**src/rtl/ppu_update_scheduler.sv**
```systemverilog
// Vblank-gated scheduler: buffers sprite/nametable updates and drains them onto one bus under a per-frame budget.
// Define PPU_SCHED_RR_EN for round-robin arbitration; otherwise the sprite FIFO has fixed priority.
module ppu_update_scheduler #(
  parameter int unsigned FIFO_DEPTH = 4,
  parameter int unsigned ADDR_W     = 10,
  parameter int unsigned DATA_W     = 32,
  parameter int unsigned WR_BUDGET  = 48
) (
  input  logic              clk_50MHz,
  input  logic              rst,
  input  logic              vblank,
  input  logic              spr_req,
  input  logic [5:0]        spr_addr,
  input  logic [DATA_W-1:0] spr_data,
  output logic              spr_full,
  input  logic              nt_req,
  input  logic [ADDR_W-1:0] nt_addr,
  input  logic [DATA_W-1:0] nt_data,
  output logic              nt_full,
  output logic              upd_valid,
  input  logic              upd_ready,
  output logic              upd_sel,
  output logic [ADDR_W-1:0] upd_addr,
  output logic [DATA_W-1:0] upd_data,
  output logic              frame_done,
  output logic              overrun,
  input  logic              overrun_clr
);
  localparam int unsigned PTR_W = $clog2(FIFO_DEPTH);
  localparam int unsigned CNT_W = $clog2(FIFO_DEPTH + 1);
  localparam int unsigned BUD_W = $clog2(WR_BUDGET + 1);

  typedef enum logic [1:0] {
    S_IDLE  = 2'd0,
    S_DRAIN = 2'd1,
    S_HOLD  = 2'd2,
    S_CLOSE = 2'd3
  } state_t;

  state_t state, state_nxt;

  logic [5:0]        spr_addr_mem [FIFO_DEPTH];
  logic [DATA_W-1:0] spr_data_mem [FIFO_DEPTH];
  logic [ADDR_W-1:0] nt_addr_mem  [FIFO_DEPTH];
  logic [DATA_W-1:0] nt_data_mem  [FIFO_DEPTH];

  logic [PTR_W-1:0] spr_wr_ptr, spr_rd_ptr, nt_wr_ptr, nt_rd_ptr;
  logic [CNT_W-1:0] spr_cnt, spr_cnt_nxt, nt_cnt, nt_cnt_nxt;
  logic             spr_push, spr_pop, nt_push, nt_pop;
  logic             spr_avail, nt_avail;

  logic             vblank_d;
  logic [BUD_W-1:0] budget;
  logic             load, grant_nt, budget_init, close_done;

  assign spr_push  = spr_req & ~spr_full;
  assign nt_push   = nt_req & ~nt_full;
  assign spr_avail = (spr_cnt != '0);
  assign nt_avail  = (nt_cnt != '0);
  assign spr_pop   = load & ~grant_nt;
  assign nt_pop    = load & grant_nt;

`ifdef PPU_SCHED_RR_EN
  // Set after a sprite grant, so the sprite FIFO wins the first contested slot after reset.
  logic last_grant;
  assign grant_nt = nt_avail & (~spr_avail | last_grant);

  always_ff @(posedge clk_50MHz) begin
    if (rst) begin
      last_grant <= 1'b0;
    end else if (load) begin
      last_grant <= ~grant_nt;
    end
  end
`else
  assign grant_nt = nt_avail & ~spr_avail;
`endif

  // State register, vblank edge detect and window budget
  always_ff @(posedge clk_50MHz) begin
    if (rst) begin
      state    <= S_IDLE;
      vblank_d <= 1'b0;
      budget   <= '0;
    end else begin
      state    <= state_nxt;
      vblank_d <= vblank;
      if (budget_init) begin
        budget <= BUD_W'(WR_BUDGET);
      end else if (load) begin
        budget <= budget - BUD_W'(1);
      end
    end
  end

  // Next state and load control; loads stop the cycle vblank drops
  always_comb begin
    state_nxt   = state;
    load        = 1'b0;
    budget_init = 1'b0;
    close_done  = 1'b0;
    case (state)
      S_IDLE: begin
        if (vblank && !vblank_d) begin
          state_nxt   = S_DRAIN;
          budget_init = 1'b1;
        end
      end
      S_DRAIN: begin
        if (!vblank) begin
          state_nxt = S_CLOSE;
        end else begin
          load = (spr_avail || nt_avail) && (!upd_valid || upd_ready) && (budget != '0);
          if ((budget == '0) || (load && (budget == BUD_W'(1)))) begin
            state_nxt = S_HOLD;
          end
        end
      end
      S_HOLD: begin
        if (!vblank) begin
          state_nxt = S_CLOSE;
        end
      end
      S_CLOSE: begin
        if (!upd_valid || upd_ready) begin
          close_done = 1'b1;
          state_nxt  = S_IDLE;
        end
      end
      default: state_nxt = S_IDLE;
    endcase
  end

  always_comb begin
    spr_cnt_nxt = spr_cnt;
    if (spr_push && !spr_pop) begin
      spr_cnt_nxt = spr_cnt + CNT_W'(1);
    end else if (!spr_push && spr_pop) begin
      spr_cnt_nxt = spr_cnt - CNT_W'(1);
    end
  end

  always_comb begin
    nt_cnt_nxt = nt_cnt;
    if (nt_push && !nt_pop) begin
      nt_cnt_nxt = nt_cnt + CNT_W'(1);
    end else if (!nt_push && nt_pop) begin
      nt_cnt_nxt = nt_cnt - CNT_W'(1);
    end
  end

  // FIFO pointers, occupancy and registered full flags
  always_ff @(posedge clk_50MHz) begin
    if (rst) begin
      spr_wr_ptr <= '0;
      spr_rd_ptr <= '0;
      spr_cnt    <= '0;
      spr_full   <= 1'b0;
      nt_wr_ptr  <= '0;
      nt_rd_ptr  <= '0;
      nt_cnt     <= '0;
      nt_full    <= 1'b0;
    end else begin
      if (spr_push) spr_wr_ptr <= spr_wr_ptr + PTR_W'(1);
      if (spr_pop)  spr_rd_ptr <= spr_rd_ptr + PTR_W'(1);
      if (nt_push)  nt_wr_ptr  <= nt_wr_ptr + PTR_W'(1);
      if (nt_pop)   nt_rd_ptr  <= nt_rd_ptr + PTR_W'(1);
      spr_cnt  <= spr_cnt_nxt;
      nt_cnt   <= nt_cnt_nxt;
      spr_full <= (spr_cnt_nxt == CNT_W'(FIFO_DEPTH));
      nt_full  <= (nt_cnt_nxt == CNT_W'(FIFO_DEPTH));
    end
  end

  always_ff @(posedge clk_50MHz) begin
    if (spr_push) begin
      spr_addr_mem[spr_wr_ptr] <= spr_addr;
      spr_data_mem[spr_wr_ptr] <= spr_data;
    end
    if (nt_push) begin
      nt_addr_mem[nt_wr_ptr] <= nt_addr;
      nt_data_mem[nt_wr_ptr] <= nt_data;
    end
  end

  // Output stage, frame pulse and sticky overrun
  always_ff @(posedge clk_50MHz) begin
    if (rst) begin
      upd_valid  <= 1'b0;
      upd_sel    <= 1'b0;
      upd_addr   <= '0;
      upd_data   <= '0;
      frame_done <= 1'b0;
      overrun    <= 1'b0;
    end else begin
      frame_done <= close_done;
      if (close_done && (spr_avail || nt_avail)) begin
        overrun <= 1'b1;
      end else if (overrun_clr) begin
        overrun <= 1'b0;
      end
      if (load) begin
        upd_valid <= 1'b1;
        upd_sel   <= grant_nt;
        upd_addr  <= grant_nt ? nt_addr_mem[nt_rd_ptr] : ADDR_W'(spr_addr_mem[spr_rd_ptr]);
        upd_data  <= grant_nt ? nt_data_mem[nt_rd_ptr] : spr_data_mem[spr_rd_ptr];
      end else if (upd_ready) begin
        upd_valid <= 1'b0;
      end
    end
  end

endmodule

```
**config.mk**
```make
export PLATFORM = sky130hd
export DESIGN_NAME = ppu_update_scheduler
export DESIGN_NICKNAME = d
export VERILOG_FILES = /design/src/rtl/ppu_update_scheduler.sv
export SDC_FILE = /design/constraint.sdc
export NUM_CORES = 1
export LEC_CHECK = 0
export BUFFER_PORTS_ARGS = -buffer_cell sky130_fd_sc_hd__buf_2
export CAP_MARGIN = 40
export CORE_UTILIZATION = 50
export DETAILED_ROUTE_END_ITERATION = 12
export PLACE_DENSITY_LB_ADDON = 0.2
export SLEW_MARGIN = 25
export SYNTH_ARGS = -nofsm -noshare
export SYNTH_HDL_FRONTEND = slang
export SYNTH_SLANG_ARGS = --single-unit
```
**constraint.sdc**
```tcl
create_clock -name clk_50MHz -period 3 [get_ports clk_50MHz]
set_clock_uncertainty 0.2 [all_clocks]
set_input_delay 0.3 -clock clk_50MHz [delete_from_list [all_inputs] [get_ports clk_50MHz]]
set_output_delay 0.3 -clock clk_50MHz [all_outputs]
set_load 0.005 [all_outputs]
```
==> results.md, run 1 <==
- H-Tree Level Count: 2
- Post-CTS Setup Repair Bufs: 0
- Sequential Area: between 10,000 and 15,000 um2
- Reg-to-reg startpoint: nt_cnt[0]
- Top post-synthesis cells by area: edfxtp_1 64%, mux4_2 12%, dfxtp_1 9.9%
- Outcome: completed
- Final Wtd Congestion: approximately 0.78
- R2r endpoint: nt_full
- CTS clk-pin slew, worst paths: roughly 60 ps
- Post-layout min period: 2714 ps
- Reg2reg path depth: 7
- Worst Max-Slew Pin Slew: about 630 ps
- Slew Viols, Final: 0
- Synthesized area: approximately 15,000 um2
- Number of global-route vias before repair: ~8.4k
- Area leader, netlist: edfxtp_1
- Synthesized flop and latch total: between 300 and 400
- Largest net degree at the start of global routing: 34
- CTS tree: done
- Synth cell types: 43
- Yosys warnings: 0
- Total gr overflow: 0
- Slowest CP cell: a2111o_1
- CTS Buffer Depth: 3
- CTS root buf: clkbuf_16
- Critical Path AT: between 2000 and 3000 ps
- Avg Inst Size Synth: around 19 um2
- Nets: 1,162
- Initial antenna violation count: 1
- CP bufs+invs: 1
- Placement Rows: 63
- Syn Nets: just over 900
- Placed Area: about 16,000 um2
- First-pass GRT wire length: 47,490 um
- I/O Pins: 135
- Iter 0 DRT Violations: between 500 and 600
- Worst hold stages: 4
- Cell Chain, Critical Path: inv_1 > ha_1 > nor4bb_2 > a2111o_1 > o21ai_1 > nand4_1 > a2111oi_2
- Setup tns final: 0 ps
- DIE HEIGHT: around 180 um
- Critical path's top delay family: compound AO/OA/AOI/OAI gates
- Slew margin rel.: 0.5814
- Pre-antenna DRT Iters: 5
- Hold Slack: roughly 33 ps
- VDD IR max: about 520 uV
- Max Clk Rate: ~370 MHz
- PD cells: 703.9 nW/um2
- Number of synthesized flops with an enable pin: 320
- Clk Latency, worst-skew pair: between 500 and 600 ps
- Clock Sinks: slightly below 400
- Post-DP HPWL: 18,930 um
- Number of standard cells after synthesis: just over 800
- DRC: 0
- Post-synth top area share: 0.6368
- Critical path class: reg -> reg
- Layout cells sized above 1: 0.2944
- Leak: roughly 6.5 nW
- Total CTS buffers: 41
- Min-Delay Startpoint: spr_req
- Final WL: between 30,000 and 40,000 um
- Filler cell count in the final layout: between 2k and 2.5k
- Detailed-route via count: roughly 8.1k
- Crit share post-route: 0.9047
- Area of the multi-input gates: 3747 um2
- Final setup fails: 0
- Hold endpoint: spr_wr_ptr[1]
- Post-synthesis async set-or-reset flop share: 0
- Total global-route track usage: 0.2056
- Most common cell in the netlist: edfxtp_1
- Die area: approximately 31,000 um2
- Seq/Total Area, Yosys: 0.7363
- Final Cell Area: ~19,000 um2
- Fin util: 0.6267
- Total Power: approximately 13 mW
- Max-Cap Viols: 0
- Crit path required time: roughly 3200 ps
- Synth Flop Type: edfxtp_1
- Die X: approximately 180 um
- Starting density of the core: 0.5092
- Per-cell routed wire length: 20.81 um
- Core Box Area: just under 30,000 um2
- Slowest cell delay on critical path: between 600 and 700 ps
- Final hold vios: 0
- R2r setup slk: 290 ps
- Worst min path class: in -> reg
- IO buf count: about 130
- Nature of the critical path startpoint: flip-flop
- Worst setup EP type: flip-flop
- Area Overhead vs Synth: 23.09%
- Post-CTS Resized: 0
- Crit Path Max Fanout: 16
- Antenna-violating nets left: 0
- Avg Vias per Cell: between 5 and 6
- Post-cts hold buffer count: between 80 and 90
- Most instantiated cells after synthesis: 320 x edfxtp_1, 80 x mux4_2, 75 x dfxtp_1
- RSZ-0062 raised after global routing: no
==> cell families after synthesis <==
family	Yosys count	synth area share
flops	395	0.7363
buf+inv	58	0.01658
mux	118	0.1446
compound gates	84	0.04071
simple gates	124	0.03947
fa+ha+maj	20	0.01658
xor+xnor	10	0.005804
==> power breakdown <==
part	switching (mW)	total (mW)	internal, mW	leakage [nW]
combinational	0.902	1.68	0.775	2.32
clock	2.01	4.91	2.90	0.649
sequential	0.178	6.48	6.31	3.55
total	3.09	13.1	9.99	6.52
==> through the flow <==
stage / setup WS [ps] / cells
floorplan: 709.5 / 809
global placement: 378.1 / 1318
detailed placement: 321.9 / 1318
CTS: 298.7 / 1477
global route: 68.37 / 1478
finish: 286.0 / 1478
==> how the worst max path moves through the flow <==
| stage | depth (start not counted) | end | start | slack [ps] |
|---|---|---|---|---|
| floorplan | 3 | nt_addr_mem[0][0] | nt_full | 710 |
| global placement | 7 | spr_full | nt_cnt[0] | 380 |
| detailed placement | 7 | nt_full | nt_cnt[0] | 320 |
| CTS | 7 | nt_full | nt_cnt[0] | 300 |
| global route | 7 | spr_full | spr_cnt[0] | 70 |
| finish | 7 | nt_full | nt_cnt[0] | 290 |
==> cells in the final DEF (no fill, tap or decap), types with 20 or more instances in the layout <==
| cell | count |
|---|---|
| buf_2 | 134 |
| ha_1 | 20 |
| nor2_1 | 55 |
| dfxtp_1 | 71 |
| mux2i_1 | 38 |
| a21oi_1 | 21 |
| mux4_2 | 80 |
| edfxtp_1 | 320 |
| dlygate4sd3_1 | 84 |
| buf_4 | 20 |
| a211oi_1 | 44 |
| clkbuf_16 | 42 |
==> layer usage <==
layer | GRT usage | up-vias | share of wire
met3 | 0.03680 | 48 | 0.049
met4 | 0.05942 | 0 | 0.022
met1 | 0.2746 | 4095 | 0.43
met5 | 0 | - | 0
met2 | 0.3465 | 184 | 0.50
li1 | - | 3734 | -
==> worst reg2reg max path, stage by stage, from the launching register on <==
cell       delay, ps
dfxtp_1          380
inv_1            120
ha_1             250
nor4bb_2         200
a2111o_1         650
o21ai_1          310
nand4_1          150
a2111oi_2        360
==> registers in the layout, summed over array words and instances (netlist names), 2 cells and up, named ones only <==
register / flops
spr_addr_mem: 24
nt_addr_mem: 40
nt_rd_ptr: 2
nt_wr_ptr: 2
spr_data_mem: 128
budget: 6
state: 2
upd_addr: 10
spr_cnt: 3
nt_data_mem: 128
spr_wr_ptr: 2
nt_cnt: 3
spr_rd_ptr: 2
upd_data: 32
==> area by class of cell <==
class                           instances  area share
Antenna cell                            1   0.0001347
Sequential cell                       395      0.5987
Clock buffer                           59     0.06325
Inverter                               14    0.002829
Tap cell                              390     0.02627
Clock inverter                         16    0.007948
Timing Repair Buffer                  247     0.09915
Multi-Input combinational cell        356      0.2017
Note: power is estimated with default switching activity, not from simulation.
==> inputs of run 2 (changes only) <==
- CTS_BUF_LIST: unset -> sky130_fd_sc_hd__clkbuf_16
- SETUP_SLACK_MARGIN: unset -> 0.05
==> run 2 against run 1 <==
Against the previous run:
- register-to-register slack about the same
- final area down 0.32%
- sequential power barely moved
- sequential share of layout area grew 0.19 points
- worst setup slack worse by 1.9 ps
- clock power down 4%
- non-clock buffer count stayed put
- utilization down 0.20 points
==> results.md, run 2 (same netlist as run 1, synthesis figures left out) <==
- Pre-antenna DRT Iters: 5
- Nets: approximately 1.2k
- DIE HEIGHT: between 150 and 200 um
- Slowest cell delay on critical path: between 600 and 700 ps
- Worst Max-Slew Pin Slew: 637.0 ps
- Filler cell count in the final layout: 2,243
- Most frequent cells in the layout: 320 x edfxtp_1, 134 x buf_2, 84 x dlygate4sd3_1
- Die area: ~31,000 um2
- CP bufs+invs: 1
- Setup tns final: 0 ps
- Final WL: slightly above 30,000 um
- Fin util: 0.6247
- CTS clk-pin slew, worst paths: around 60 ps
- Post-Layout Cell Count: ~1.5k
- Placement Rows: 63
- Max Clk Rate: ~370 MHz
- Post-CTS Setup Repair Bufs: 0
- Nature of the critical path startpoint: flip-flop
- CTS tree: done
- Leak: roughly 6.5 nW
- Starting density of the core: 0.5092
- RSZ-0062 raised after global routing: no
- Avg Vias per Cell: roughly 5.5
- CTS Buffer Depth: 3
- Per-cell routed wire length: about 21 um
- Post-DP HPWL: ~19,000 um
- I/O Pins: 135
- Number of global-route vias before repair: ~8.4k
- Clock Sinks: between 300 and 400
- Slew Viols, Final: 0
- CTS root buf: clkbuf_16
- Post-CTS Resized: 0
- Antenna-violating nets left: 0
- Total gr overflow: 0
- Outcome: completed
- Layout cells sized above 1: 0.2889
- Total CTS buffers: 41
- PD cells: ~700 nW/um2
- Die X: approximately 180 um
- Final Wtd Congestion: a little under 0.8
- Final setup fails: 0
- Slowest CP cell: a2111o_1
- Commonest non-fill, non-tap cell in the layout: edfxtp_1
- Largest net degree at the start of global routing: 34
- Worst setup EP type: flip-flop
- First-pass GRT wire length: 47,520 um
- Iter 0 DRT Violations: about 580
- Area Overhead vs Synth: 22.69%
- Initial antenna violation count: 1
- VDD IR max: 523.0 uV
- Final hold vios: 0
- Slew margin rel.: 0.5744
- Crit share post-route: 0.9053
- Placed insts: 1,318
- H-Tree Level Count: 2
- Crit Path Max Fanout: 16
- Total global-route track usage: 0.2058
- Cell Chain, Critical Path: inv_1 > ha_1 > nor4bb_2 > a2111o_1 > o21ai_1 > nand4_1 > a2111oi_2
- DRC: 0
- Crit path required time: around 3200 ps
- Critical Path AT: approximately 3000 ps
- Clk Latency, worst-skew pair: about 550 ps
- Max-Cap Viols: 0
- Critical path's top delay family: compound AO/OA/AOI/OAI gates
- Post-layout min period: 2716 ps
- Top Registers: nt_data_mem (128), spr_data_mem (128), nt_addr_mem (40)
- Post-cts hold buffer count: 84
- Worst min path class: in -> reg
- IO buf count: 134
- Critical path class: reg -> reg
- Detailed-route via count: 8,069
- Core Box Area: 29,640 um2
## run 2: cell types whose count changed in the layout (fill, tap and decap cells not counted)
cell,delta
inv_1,+11
clkinv_1,+6
clkbuf_1,-11
clkbuf_8,-6
## run 2: cell type report
type / count / area (um2) / share of cell area
Antenna cell: 1 / 2.502 / 0.0001352
Clock buffer: 42 / 1051 / 0.05676
Clock inverter: 33 / 211.5 / 0.01142
Inverter: 14 / 52.55 / 0.002838
Multi-Input combinational cell: 356 / 3747 / 0.2024
Sequential cell: 395 / 11120 / 0.6006
Tap cell: 390 / 488.0 / 0.02635
Timing Repair Buffer: 247 / 1842 / 0.09947
## run 2: path summary, 6_finish.rpt
path / slack [ps] / to / cells past startpoint / startpoint
setup / recovery: 280 / nt_full / 7 / nt_cnt[0]
hold / removal: 40 / spr_wr_ptr[1] / 4 / spr_req
setup reg to reg: 280 / nt_full / 7 / nt_cnt[0]
hold reg to reg: 260 / upd_addr[6] / 2 / upd_addr[6]
## run 2: report_power, final
part	internal (mW)	leakage [nW]	switching [mW]
combinational	0.775	2.32	0.903
sequential	6.31	3.55	0.177
clock	2.71	0.661	2.01
## run 2: metal layers
| metal | routed length [um] | share of wire | GRT usage |
|---|---|---|---|
| met5 | 0 | 0 | 0 |
| met4 | 686 | 0.022 | 0.05942 |
| met3 | 1641 | 0.053 | 0.03701 |
| met2 | 15350 | 0.50 | 0.3467 |
| met1 | 13100 | 0.43 | 0.2748 |
## run 2: worst reg2reg max path, cell delays in order (launching register included)
cell and delay, ps:
dfxtp_1 380, inv_1 120, ha_1 240, nor4bb_2 200
a2111o_1 650, o21ai_1 310, nand4_1 150, a2111oi_2 360
## run 2: stage by stage
step | total power, mW | worst slack (ps) | hold WS, ps | area, um2
after CTS | 12.99 | 298.7 | 17.72 | 18510
final | 12.88 | 284.2 | 43.84 | 18520
after floorplan | 7.621 | 709.5 | 198.9 | 15090
after detailed placement | 8.204 | 321.9 | 250.2 | 16410
after global placement | 8.171 | 378.1 | 253.1 | 16410
after global routing | 13.39 | 68.37 | 70.52 | 18520
